==> src/rtl/dmem_lsu_if.sv <==
// ============================================================================
// dmem_lsu_if : core-side request/response bus of the load/store unit
// Rev 1.0
// ============================================================================
`default_nettype none

interface dmem_lsu_if #(
  parameter int WORD_LEN = 32
);
  logic                req_valid;
  logic                req_ready;
  logic                req_wen;
  logic [2:0]          req_funct3;
  logic [WORD_LEN-1:0] req_addr;
  logic [WORD_LEN-1:0] req_wdata;
  logic                resp_valid;
  logic [WORD_LEN-1:0] resp_rdata;
  logic                resp_err;

  modport master (
    output req_valid, req_wen, req_funct3, req_addr, req_wdata,
    input  req_ready, resp_valid, resp_rdata, resp_err
  );

  modport slave (
    input  req_valid, req_wen, req_funct3, req_addr, req_wdata,
    output req_ready, resp_valid, resp_rdata, resp_err
  );
endinterface

`default_nettype wire

==> src/rtl/dmem_lsu.sv <==
// ============================================================================
// dmem_lsu : RISC-V load/store unit in front of a word-only data memory
// Rev 1.0
// ============================================================================
`default_nettype none

module dmem_lsu #(
  parameter int WORD_LEN = 32
) (
  input  wire logic                clk,
  input  wire logic                rst_n,
  dmem_lsu_if.slave                bus,
  output logic [WORD_LEN-1:0]      addr_d,
  input  wire logic [WORD_LEN-1:0] rdata,
  output logic                     wen,
  output logic [WORD_LEN-1:0]      wdata
);

  typedef enum logic [2:0] {
    S_IDLE  = 3'd0,
    S_READ  = 3'd1,
    S_DATA  = 3'd2,
    S_WRITE = 3'd3,
    S_RESP  = 3'd4
  } state_t;

  state_t              r_state;
  logic [WORD_LEN-1:0] r_addr;
  logic [WORD_LEN-1:0] r_wdata;
  logic [WORD_LEN-1:0] r_rdata;
  logic [2:0]          r_funct3;
  logic                r_wen;
  logic                r_ready;
  logic                r_valid;
  logic                r_err;

  logic                w_f3_ok;
  logic                w_misal;
  logic                w_err;
  logic [4:0]          w_sh;
  logic [WORD_LEN-1:0] w_shifted;
  logic [WORD_LEN-1:0] w_load;
  logic [WORD_LEN-1:0] w_mask;
  logic [WORD_LEN-1:0] w_ins;
  logic [WORD_LEN-1:0] w_merge;

  always_comb begin
    if (bus.req_wen)
      w_f3_ok = (bus.req_funct3 == 3'b000) || (bus.req_funct3 == 3'b001) ||
                (bus.req_funct3 == 3'b010);
    else
      w_f3_ok = (bus.req_funct3 == 3'b000) || (bus.req_funct3 == 3'b001) ||
                (bus.req_funct3 == 3'b010) || (bus.req_funct3 == 3'b100) ||
                (bus.req_funct3 == 3'b101);
    w_misal = ((bus.req_funct3[1:0] == 2'b01) && bus.req_addr[0]) ||
              ((bus.req_funct3[1:0] == 2'b10) && (bus.req_addr[1:0] != 2'b00));
    w_err   = !w_f3_ok || w_misal;
  end

  // Lane position of the addressed byte/halfword inside the memory word.
  always_comb begin
    w_sh      = {r_addr[1:0], 3'b000};
    w_shifted = rdata >> w_sh;
    case (r_funct3)
      3'b000:  w_load = {{(WORD_LEN-8){w_shifted[7]}}, w_shifted[7:0]};
      3'b001:  w_load = {{(WORD_LEN-16){w_shifted[15]}}, w_shifted[15:0]};
      3'b100:  w_load = {{(WORD_LEN-8){1'b0}}, w_shifted[7:0]};
      3'b101:  w_load = {{(WORD_LEN-16){1'b0}}, w_shifted[15:0]};
      default: w_load = rdata;
    endcase
    if (r_funct3[0]) begin
      w_mask = WORD_LEN'(16'hFFFF) << w_sh;
      w_ins  = WORD_LEN'(r_wdata[15:0]) << w_sh;
    end else begin
      w_mask = WORD_LEN'(8'hFF) << w_sh;
      w_ins  = WORD_LEN'(r_wdata[7:0]) << w_sh;
    end
    w_merge = (rdata & ~w_mask) | w_ins;
  end

  // Memory-side outputs decode straight from state so reset kills a write at once.
  always_comb begin
    wen    = (r_state == S_WRITE) || ((r_state == S_DATA) && r_wen);
    wdata  = '0;
    addr_d = '0;
    if (r_state == S_WRITE)
      wdata = r_wdata;
    else if ((r_state == S_DATA) && r_wen)
      wdata = w_merge;
    if (r_state != S_IDLE)
      addr_d = {r_addr[WORD_LEN-1:2], 2'b00};
  end

  always_ff @(posedge clk or negedge rst_n) begin
    if (!rst_n) begin
      r_state  <= S_IDLE;
      r_addr   <= '0;
      r_wdata  <= '0;
      r_rdata  <= '0;
      r_funct3 <= '0;
      r_wen    <= 1'b0;
      r_ready  <= 1'b1;
      r_valid  <= 1'b0;
      r_err    <= 1'b0;
    end else begin
      case (r_state)
        S_IDLE: begin
          if (bus.req_valid) begin
            r_addr   <= bus.req_addr;
            r_wdata  <= bus.req_wdata;
            r_funct3 <= bus.req_funct3;
            r_wen    <= bus.req_wen;
            r_ready  <= 1'b0;
            if (bus.req_wen || w_err)
              r_rdata <= '0;
            if (w_err) begin
              r_state <= S_RESP;
              r_valid <= 1'b1;
              r_err   <= 1'b1;
            end else if (bus.req_wen && (bus.req_funct3 == 3'b010)) begin
              r_state <= S_WRITE;
            end else begin
              r_state <= S_READ;
            end
          end
        end
        S_READ: r_state <= S_DATA;
        S_DATA: begin
          if (!r_wen)
            r_rdata <= w_load;
          r_state <= S_RESP;
          r_valid <= 1'b1;
        end
        S_WRITE: begin
          r_state <= S_RESP;
          r_valid <= 1'b1;
        end
        S_RESP: begin
          r_state <= S_IDLE;
          r_valid <= 1'b0;
          r_err   <= 1'b0;
          r_ready <= 1'b1;
        end
        default: r_state <= S_IDLE;
      endcase
    end
  end

  assign bus.req_ready  = r_ready;
  assign bus.resp_valid = r_valid;
  assign bus.resp_rdata = r_rdata;
  assign bus.resp_err   = r_err;

endmodule

`default_nettype wire

==> src/flat_wrapper.sv <==
// flat-port wrapper written by rule: the top's interface ports become plain ports
module dmem_lsu_flat 
#(
  parameter int WORD_LEN = 32
)
  (clk, rst_n, addr_d, rdata, wen, wdata, bus_req_valid, bus_req_wen, bus_req_funct3, bus_req_addr, bus_req_wdata, bus_req_ready, bus_resp_valid, bus_resp_rdata, bus_resp_err);
  dmem_lsu_if #(.WORD_LEN(WORD_LEN)) bus_i ();
  input  wire logic clk;
  input  wire logic rst_n;
  output logic [WORD_LEN-1:0] addr_d;
  input  wire logic [WORD_LEN-1:0] rdata;
  output logic wen;
  output logic [WORD_LEN-1:0] wdata;
  input wire logic [$bits(bus_i.req_valid)-1:0] bus_req_valid;
  input wire logic [$bits(bus_i.req_wen)-1:0] bus_req_wen;
  input wire logic [$bits(bus_i.req_funct3)-1:0] bus_req_funct3;
  input wire logic [$bits(bus_i.req_addr)-1:0] bus_req_addr;
  input wire logic [$bits(bus_i.req_wdata)-1:0] bus_req_wdata;
  output wire logic [$bits(bus_i.req_ready)-1:0] bus_req_ready;
  output wire logic [$bits(bus_i.resp_valid)-1:0] bus_resp_valid;
  output wire logic [$bits(bus_i.resp_rdata)-1:0] bus_resp_rdata;
  output wire logic [$bits(bus_i.resp_err)-1:0] bus_resp_err;
  assign bus_i.req_valid = bus_req_valid;
  assign bus_i.req_wen = bus_req_wen;
  assign bus_i.req_funct3 = bus_req_funct3;
  assign bus_i.req_addr = bus_req_addr;
  assign bus_i.req_wdata = bus_req_wdata;
  assign bus_req_ready = bus_i.req_ready;
  assign bus_resp_valid = bus_i.resp_valid;
  assign bus_resp_rdata = bus_i.resp_rdata;
  assign bus_resp_err = bus_i.resp_err;
  dmem_lsu #(.WORD_LEN(WORD_LEN)) u_core (.clk(clk), .rst_n(rst_n), .bus(bus_i), .addr_d(addr_d), .rdata(rdata), .wen(wen), .wdata(wdata));
endmodule
==> config.mk <==
export PLATFORM = sky130hd
export DESIGN_NAME = dmem_lsu_flat
export DESIGN_NICKNAME = d
export VERILOG_FILES = /design/src/rtl/dmem_lsu_if.sv /design/src/rtl/dmem_lsu.sv /design/src/flat_wrapper.sv
export SDC_FILE = /design/constraint.sdc
export NUM_CORES = 1
export LEC_CHECK = 0
export CAP_MARGIN = 20
export CORE_MARGIN = 4
export CORE_UTILIZATION = 41
export DETAILED_ROUTE_END_ITERATION = 10
export MAX_ROUTING_LAYER = met4
export PLACE_DENSITY = 0.77
export SETUP_SLACK_MARGIN = 0.5
export SYNTH_ARGS = -nofsm -noshare
export SYNTH_HDL_FRONTEND = slang
export SYNTH_SLANG_ARGS = --single-unit
==> constraint.sdc <==
create_clock -name clk -period 1.9 [get_ports clk]
set_clock_uncertainty 0.05 [all_clocks]
set_input_delay 0.19 -clock clk [delete_from_list [all_inputs] [get_ports clk]]
set_output_delay 0.19 -clock clk [all_outputs]
set_load 0.005 [all_outputs]
==> flow_summary.yaml, run 1 <==
outcome:
  status: "complete, but fails checks"
  violations: "negative setup slack"
synth:
  netlist_area_um2: 5670
  yosysMostFrequentCell: "nand2_1"
  synth_enable_flop_cells: 0
  yosysUniqueCellTypes: 43
  synthTopCellsByArea: "dfrtp_1 (46%), nand2_1 (14%), o21ai_0 (3.6%), nor2b_1 (3.5%), mux2i_1 (2.8%)"
  async_reset_ff_share_pct: 100
  syn-mean-instance-area_um2: 8.76
  ys.flop_type: "dfrtp_1"
  ys_ff_latch: 106
  yosysSeqAreaShare_pct: 46.8
  synth_area_leader_cell: "dfrtp_1"
  synth_top_area_share_pct: 46.4
  syn-instance-count: 647
  synthTopCellsByCount: "nand2_1 (213), dfrtp_1 (105), o21ai_0 (41)"
  yosysWarnings: 0
detailed_routing:
  drtIter0Drc: 912
  drtPass1Iterations: 8
  postRouteWirelength_mm: 31.8
  vias: 7378
  route.detailed.drc: 0
  wl_per_cell_um: 27.0
  avgViaCountPerCell: 6.27
  ant_nets: 0
layout:
  layout-drive-gt1-share_pct: 55.5
  num-nets-final: 1100
  n_fill_cell: 613
  area_growth_pct: 104
clock_tree:
  cts_buffers: 9
  cts_root_buf: "clkbuf_16"
  h-tree-depth: 3
  clock_sinks: 106
  clk_latency_ns: 0.36
  cts_buffer_depth: 2
  path_clk_slew_ns: 0.07
  cts_tree: "built"
worst_setup_path:
  required_ns: 1.66
  path_buf_inv: 4
  cp_slowest_cell: "dfrtp_2"
  worstPathArrival_ns: 2.00
  critPathTopFamily: "buffers and inverters"
  worst-path-max-fanout: 7
  end_kind: "primary output"
  critPathMaxStageDelay_ns: 0.43
  worstSetupStartpointType: "register"
  cp_common_cell: "buf_8"
  crit_type: "reg -> out"
  path_cells: "buf_4, buf_8, buf_8, mux2i_4, a21oi_2, a22o_1, buf_2"
grt:
  grt.total_usage_pct: 34.3
  grt_pass1_wl_mm: 41.1
  first_global_vias: 7256
  grt_max_degree: 33
  antenna_found_initial: 1
  overflow: 0
floorplan:
  die-area_um2: 15800
  std_cell_rows: 42
  coreArea_um2: 13400
  ios: 203
  die_w_um: 126
  die_h_um: 126
  start_util_pct: 42.3
sta:
  final_hold_viol_count: 0
  fin_crit_sh_pct: 118
  fin_crit_ns: 2.24
  fin_ws_ns: -0.341
  rsz0062_at_grt: "true"
  fmax_mhz: 446
  fin_setup_tns_ns: -16.87
  drv_slew: 0
  setup-violations-final: 147
power:
  powerDensity_nw_per_um2: 961
  leakagePower_nw: 5.59
  irDropWorstVdd_v: 0.000601
placement:
  place.gp.congestion: 1.01
  io_buffers: 200
  place_ws_ns: -0.428
  hpwl_mm: 15.6
job:
  cap_viol_max_count: 0
min_path:
  holdCritPathClass: "in -> reg"
==> per-layer routing <==
layer	up-vias	share of wire (%)	track usage (%)	wire length (um)
met3	222	10	8.57	3320
met5	-	0	-	0
met4	0	8.5	18.3	2700
li1	2945	-	-	-
met1	3565	33	38.2	10600
met2	646	48	56.6	15200
==> cell usage in the layout, fill, tap and decap left out, drive strengths merged, types with 2 or more instances in the layout <==
cell | synthesis | layout
a211oi | 15 | 15
a21o | 2 | 2
a21oi | 13 | 13
a221o | 22 | 22
a22o | 18 | 18
a22oi | 8 | 8
a2bb2oi | 15 | 15
a31oi | 2 | 2
and2 | 2 | 2
and3 | 9 | 9
buf | 25 | 245
clkbuf | 25 | 18
clkdlybuf4s50 | 0 | 97
clkinv | 1 | 2
conb | 1 | 2
dfrtp | 105 | 105
dlygate4sd2 | 0 | 34
dlymetal6s2s | 0 | 5
inv | 13 | 13
mux2 | 7 | 7
mux2i | 16 | 16
nand2 | 213 | 213
nand2b | 3 | 3
nand3 | 2 | 2
nand3b | 2 | 2
nor2 | 27 | 27
nor2b | 32 | 32
nor3 | 2 | 2
nor4 | 3 | 3
o21ai | 41 | 41
o221ai | 8 | 8
o2bb2ai | 8 | 8
==> logic make-up after synthesis <==
family	Yosys count	share of synthesized area [%]
AO/OA/AOI/OAI	155	20.5
buffers and inverters	64	5.37
flip-flops	106	46.8
multiplexers	24	4.62
other	1	0.0662
AND/OR/NAND/NOR	297	22.6
==> sequential cells by signal (all words and copies together), names as in the netlist <==
register / count
u_core.r_wdata: 32
u_core.r_addr: 32
u_core.r_wen: 1
u_core.bus.req_ready: 1
u_core.r_state: 3
u_core.bus.resp_valid: 1
u_core.bus.resp_err: 1
u_core.r_funct3: 3
u_core.bus.resp_rdata: 32
==> final cells by class <==
type / count / area, um^2 / area share [%]
Antenna cell: 1 / 2.50 / 0.0217
Clock buffer: 12 / 267 / 2.31
Clock inverter: 2 / 12.5 / 0.108
Inverter: 14 / 53.8 / 0.466
Multi-Input combinational cell: 478 / 4250 / 36.8
Sequential cell: 106 / 2660 / 23.0
Tap cell: 176 / 220 / 1.91
Timing Repair Buffer: 388 / 4080 / 35.4
==> worst paths after layout <==
check                            startpoint                   endpoint  slack (ns)  cells past startpoint
max                        u_core.r_addr[0]                  wdata[17]       -0.34                      7
min                         bus_req_addr[0]           u_core.r_addr[0]        0.14                      3
max reg2reg                u_core.r_addr[0]  u_core.bus.resp_rdata[15]       -0.25                      8
min reg2reg                u_core.r_addr[6]           u_core.r_addr[6]        0.43                      2
max in group asynchronous             rst_n           u_core.r_addr[0]        0.94                      3
min in group asynchronous             rst_n  u_core.bus.resp_rdata[12]        0.26                      2
==> through the flow <==
stage          total power [mW]  std cells  hold slack (ns)  utilization [%]  cell area [um^2]
2_1_floorplan              4.78        648           -0.156                -              5880
3_3_place_gp               6.18       1049           0.0961             63.2              8470
3_5_place_dp               6.29       1049            0.103             63.2              8470
4_1_cts                    9.47       1150            0.274             76.5             10200
5_1_grt                    11.4       1177            0.147             86.1             11500
6_report                   11.1       1177            0.137             86.1             11500
==> power by group <==
group	internal (mW)	switching [mW]	leakage, nW
registers	2.76	0.608	1.35
clock network	0.983	0.884	0.137
logic	3.05	2.81	4.10
total	6.79	4.30	5.59
==> repair_timing <==
item                                   4_1_cts  5_1_grt
pin swaps                                  134      123
hold buffers                                 1        0
setup endpoints to repair                  200      168
gates resized for setup                    482      273
setup buffers                               69       24
endpoints found under the hold margin       26        0
gates cloned                                17        2
==> worst min-delay path, delay by kind of cell <==
kind,cells,cell delay [ns]
buf+inv,1,0.20
simple gates,2,0.12
No activity file was read; power rests on OpenSTA's default activity.
==> inputs of run 2 (changes only) <==
- CORE_UTILIZATION: 41 -> 35
- PLACE_DENSITY: 0.77 -> 0.68
==> run 2 against run 1 <==
Compared with the run above:
- the run still ends with negative setup slack left
- wire length shrank 20%
- hold slack gained 0.15 ns
- die area grew 16%
- setup slack gained 0.13 ns
- sequential share of layout area grew 1.1 points
- core utilization shrank 17 points
- final cell count grew 3.3%
- design area shrank 4.6%
- register-to-register slack gained 0.04 ns
- count of clock-buffer cells in the layout shrank 2
- via count shrank 12%
- combinational power shrank 16%
- largest power group unchanged
==> flow_summary.yaml, run 2 (synthesis gave the netlist of run 1 again) <==
outcome:
  status: "complete, but fails checks"
  violations: "negative setup slack"
grt:
  overflow: 0
  grt_pass1_wl_mm: 37.1
  grt_max_degree: 40
  grt.total_usage_pct: 27.2
  antenna_found_initial: 2
  first_global_vias: 6466
worst_setup_path:
  required_ns: 1.66
  worst-path-max-fanout: 6
  cp_slowest_cell: "dfrtp_2"
  r2r_end: "u_core.bus.resp_rdata[27]"
  ff2ff_path_depth: 8
  worstPathArrival_ns: 1.87
  crit_type: "reg -> out"
  critPathMaxStageDelay_ns: 0.42
  reg2reg_slack_ns: -0.21
  end_kind: "primary output"
  path_cells: "buf_8, buf_12, buf_16, buf_6, mux2i_1, a21oi_1, a22o_1, buf_2"
  r2r-start: "u_core.r_state[0]"
  worstSetupStartpointType: "register"
clock_tree:
  h-tree-depth: 3
  cts_tree: "built"
  clk_latency_ns: 0.35
  clock_sinks: 106
  cts_buffers: 9
  path_clk_slew_ns: 0.07
  cts_buffer_depth: 2
  cts_root_buf: "clkbuf_16"
power:
  leakagePower_nw: 5.43
  irDropWorstVdd_v: 0.000701
  power_mw: 10.2
  powerDensity_nw_per_um2: 927
sta:
  final_hold_viol_count: 0
  setup-violations-final: 157
  slew_headroom_pct: 50.5
  fin_crit_ns: 2.11
  fin_ws_ns: -0.212
  rsz0062_at_grt: "true"
  fin_crit_sh_pct: 111
  timing.hold.ws_ns: 0.290
  fmax_mhz: 474
  drv_slew: 0
  tightest_slew_ns: 0.739
layout:
  num-nets-final: 1096
  multi_input_area_um2: 3730
  layout-drive-gt1-share_pct: 45.7
  n_fill_cell: 1167
  postLayoutCellArea_um2: 11000
  final_common_cell: "nand2_1"
  mostFrequentLayoutCells: "nand2_1 (124), dfrtp_1 (102), clkdlybuf4s50_1 (101)"
  area_growth_pct: 94.3
  seq_area_um2: 2660
  fin_cells: 1216
placement:
  hpwl_mm: 15.5
  place.gp.congestion: 0.973
  io_buffers: 200
  dp.cells: 1096
  placed_cell_area_um2: 8630
detailed_routing:
  vias: 6466
  route.detailed.drc: 0
  avgViaCountPerCell: 5.32
  postRouteWirelength_mm: 25.3
  wl_per_cell_um: 20.8
  drtIter0Drc: 547
  drtPass1Iterations: 5
  ant_nets: 0
floorplan:
  die_h_um: 135
  ios: 203
  coreArea_um2: 15900
  std_cell_rows: 46
  die_w_um: 135
  die-area_um2: 18300
  start_util_pct: 35.7
min_path:
  holdCritPathClass: "in -> async"
job:
  cap_viol_max_count: 0
[run 2: cell count changes in the layout (fill, tap and decap cells not counted), moves of 12 or more]
| cell | delta |
|---|---|
| nand2_2 | -25 |
| nand2_1 | +47 |
| dlygate4sd2_1 | +17 |
| nor2b_4 | -12 |
| nor2b_1 | +14 |
| buf_12 | -12 |
| nand2_4 | -22 |
[run 2: how the worst max path moves through the flow]
stage                     startpoint                        end  slack, ns  cells after the start
floorplan           u_core.r_addr[1]  u_core.bus.resp_rdata[17]       0.18                      5
global placement           rdata[23]  u_core.bus.resp_rdata[22]      -0.43                      5
detailed placement         rdata[23]  u_core.bus.resp_rdata[18]      -0.50                      5
CTS                 u_core.r_addr[0]                  wdata[23]      -0.20                      8
global route        u_core.r_addr[0]                  wdata[20]      -0.27                      8
finish              u_core.r_addr[0]                  wdata[18]      -0.21                      8
[run 2: routing by layer]
layer	GRT usage (%)	share of wire [%]
met1	33.0	39
met2	43.1	49
met5	-	0
met4	11.4	3.3
met3	7.50	9.2
[run 2: cell type report]
cell class                 instances  area share, %
timing repair buffer             384           36.0
multi-input combinational        478           33.9
sequential                       106           24.1
tap                              216           2.45
clock buffer                      10           2.08
clock inverter                     6          0.818
inverter                          14          0.489
antenna                            2         0.0455
[run 2: worst max-delay path, delay by kind of cell (launching register included)]
kind,cells,cell delay [ns]
buffers and inverters,5,0.60
AOI/OAI and AO/OA,2,0.38
muxes,1,0.11
DFF,1,0.42
[run 2: what timing repair did]
action,CTS,global route
gates resized for setup,427,135
hold buffers,1,0
setup buffers,69,8
endpoints found under the hold margin,30,0
pin swaps,82,79
endpoints found under the setup margin,199,168
cloned,18,6
[run 2: stage by stage]
| stage | TNS (ns) | utilization (%) | worst slack, ns |
|---|---|---|---|
| after floorplan | 0 | - | 0.179 |
| after global placement | -11.68 | 54.3 | -0.435 |
| after detailed placement | -13.16 | 54.3 | -0.496 |
| after CTS | -14.83 | 65.0 | -0.198 |
| after global routing | -27.60 | 69.3 | -0.269 |
| final | -17.11 | 69.3 | -0.212 |
[run 2: power by group]
part,internal [mW],switching (mW)
Sequential,2.75,0.429
Clock,1.16,0.934
Combinational,2.62,2.30
==> inputs of run 3 (changes only) <==
- CORE_ASPECT_RATIO: unset -> 1.5
- SLEW_MARGIN: unset -> 10
==> run 3 against run 2 <==
Compared with the run above:
- the flow still finishes with violations (negative setup slack)
- wire length increased by 3.8%
- combinational power rose by 3%
- setup slack worse by 0.067 ns
- design area rose by 1.0%
- final cell count is 0.49% lower
- critical path depth is the same
- die area increased by 0.23%
- register-to-register slack improved by 0.10 ns
- largest cell class unchanged
==> flow_summary.yaml, run 3 (synthesis gave the netlist of run 1 again) <==
placement:
  io_buffers: 200
  place.gp.congestion: 0.966
  hpwl_mm: 15.8
  placed_cell_area_um2: 8620
sta:
  rsz0062_at_grt: "true"
  fin_crit_sh_pct: 115
  slew_headroom_pct: 64.7
  drv_slew: 0
  tightest_slew_ns: 0.530
  setup-violations-final: 131
  final_hold_viol_count: 0
  fmax_mhz: 459
  fin_crit_ns: 2.18
  fin_ws_ns: -0.279
detailed_routing:
  postRouteWirelength_mm: 26.3
  wl_per_cell_um: 21.7
  avgViaCountPerCell: 5.52
  vias: 6674
  ant_nets: 0
  route.detailed.drc: 0
  drtIter0Drc: 402
  drtPass1Iterations: 4
worst_setup_path:
  critPathMaxStageDelay_ns: 0.46
  ff2ff_path_depth: 8
  worstPathArrival_ns: 1.94
  end_kind: "primary output"
  critPathTopFamily: "buffers and inverters"
  cp_slowest_cell: "dfrtp_2"
  path_cells: "buf_6, buf_6, and3_4, a211oi_2, a21oi_1, buf_4, a22o_1, buf_2"
  cp_common_cell: "buf_6"
  worstSetupStartpointType: "register"
  cp.depth: 8
  worst-path-max-fanout: 6
  crit_type: "reg -> out"
  path_buf_inv: 4
  required_ns: 1.66
power:
  leakagePower_nw: 5.84
  p_clk_share_pct: 18.3
  powerDensity_nw_per_um2: 909
  irDropWorstVdd_v: 0.000704
  p_int_mw: 6.44
  pwr-share-seq_pct: 31.3
  switching_share_pct: 36.3
  switchingPower_mw: 3.66
  power.share.combinational_pct: 50.4
clock_tree:
  cts_tree: "built"
  cts_buffers: 9
  clock_sinks: 106
  h-tree-depth: 3
  clk_latency_ns: 0.34
  cts_root_buf: "clkbuf_16"
  cts_buffer_depth: 2
  path_clk_slew_ns: 0.07
layout:
  num-nets-final: 1105
  diodes: 0
  postLayoutCellArea_um2: 11100
  fin_util_pct: 70.5
  final_common_cell: "nand2_1"
  layout-drive-gt1-share_pct: 49.8
  area_growth_pct: 96.3
  mostFrequentLayoutCells: "nand2_1 (124), clkdlybuf4s50_1 (101), dfrtp_1 (99)"
grt:
  grt_pass1_wl_mm: 33.6
  grt.total_usage_pct: 24.0
  grt_max_degree: 38
  overflow: 0
  antenna_found_initial: 0
  first_global_vias: 6186
floorplan:
  ios: 203
  std_cell_rows: 56
  die-area_um2: 18300
  die_h_um: 164
  coreArea_um2: 15800
  start_util_pct: 35.9
  die_w_um: 112
outcome:
  violations: "negative setup slack"
  status: "complete, but fails checks"
job:
  cap_viol_max_count: 0
min_path:
  holdCritPathClass: "in -> async"
run 3: area by class of cell:
cell class / instances / area, um^2
Clock inverter: 3 / 25.0
Fill cell: 1049 / 4640
Clock buffer: 13 / 260
Inverter: 14 / 53.8
Timing Repair Buffer: 393 / 4050
Multi-Input combinational cell: 478 / 3820
Sequential cell: 106 / 2660
Tap cell: 203 / 254
run 3: stage by stage:
step,setup slack (ns),setup TNS [ns],hold slack (ns),power [mW],std cells
floorplan,0.179,0,-0.156,4.78,648
global placement,-0.374,-11.67,0.150,6.39,1091
detailed placement,-0.407,-12.15,0.155,6.43,1091
CTS,-0.264,-4.18,0.313,8.83,1144
global route,-0.316,-17.85,0.332,10.5,1210
finish,-0.279,-11.39,0.309,10.1,1210
run 3: repair_timing:
item / in CTS / in global routing
endpoints found under the hold margin: 35 / 0
gates resized for setup: 349 / 289
pin swaps: 60 / 135
gates cloned: 4 / 15
endpoints found under the setup margin: 199 / 202
setup buffers: 32 / 51
hold buffers: 1 / 0
run 3: power by group through the flow:
stage / Combinational [mW] / Clock [mW] / Sequential, mW
after floorplan: 1.72 / 0 / 3.06
after global placement: 3.24 / 0 / 3.15
after detailed placement: 3.27 / 0 / 3.16
after CTS: 3.84 / 1.86 / 3.13
after global routing: 5.36 / 1.95 / 3.20
final: 5.09 / 1.85 / 3.16
run 3: final timing paths:
kind / from / endpoint / slack (ns)
worst max-delay path: u_core.r_addr[0] / wdata[17] / -0.28
worst min-delay path: rst_n / u_core.bus.resp_rdata[25] / 0.31
worst max register to register: u_core.r_state[1] / u_core.bus.resp_rdata[17] / -0.11
worst min register to register: u_core.r_addr[19] / u_core.r_addr[19] / 0.42
max in group asynchronous: rst_n / u_core.bus.req_ready / 0.83
min in group clk: bus_req_addr[10] / u_core.r_addr[10] / 0.33
run 3: layer usage:
layer  part of all wire [%]  vias up  wire length, um  track usage, %
met3                    6.5      114             1710            4.39
met1                     34     3242             8900            25.8
met5                      0        -                0               -
li1                       -     2960                -               -
met4                    7.0        0             1830            12.3
met2                     53      358            13900            42.2
run 3: worst register-to-register path: cells and delay by family, from the launching register on:
family | cells | cell delay [ns]
compound gates | 1 | 0.34
simple gates | 2 | 0.31
buf+inv | 5 | 0.71
flops | 1 | 0.48
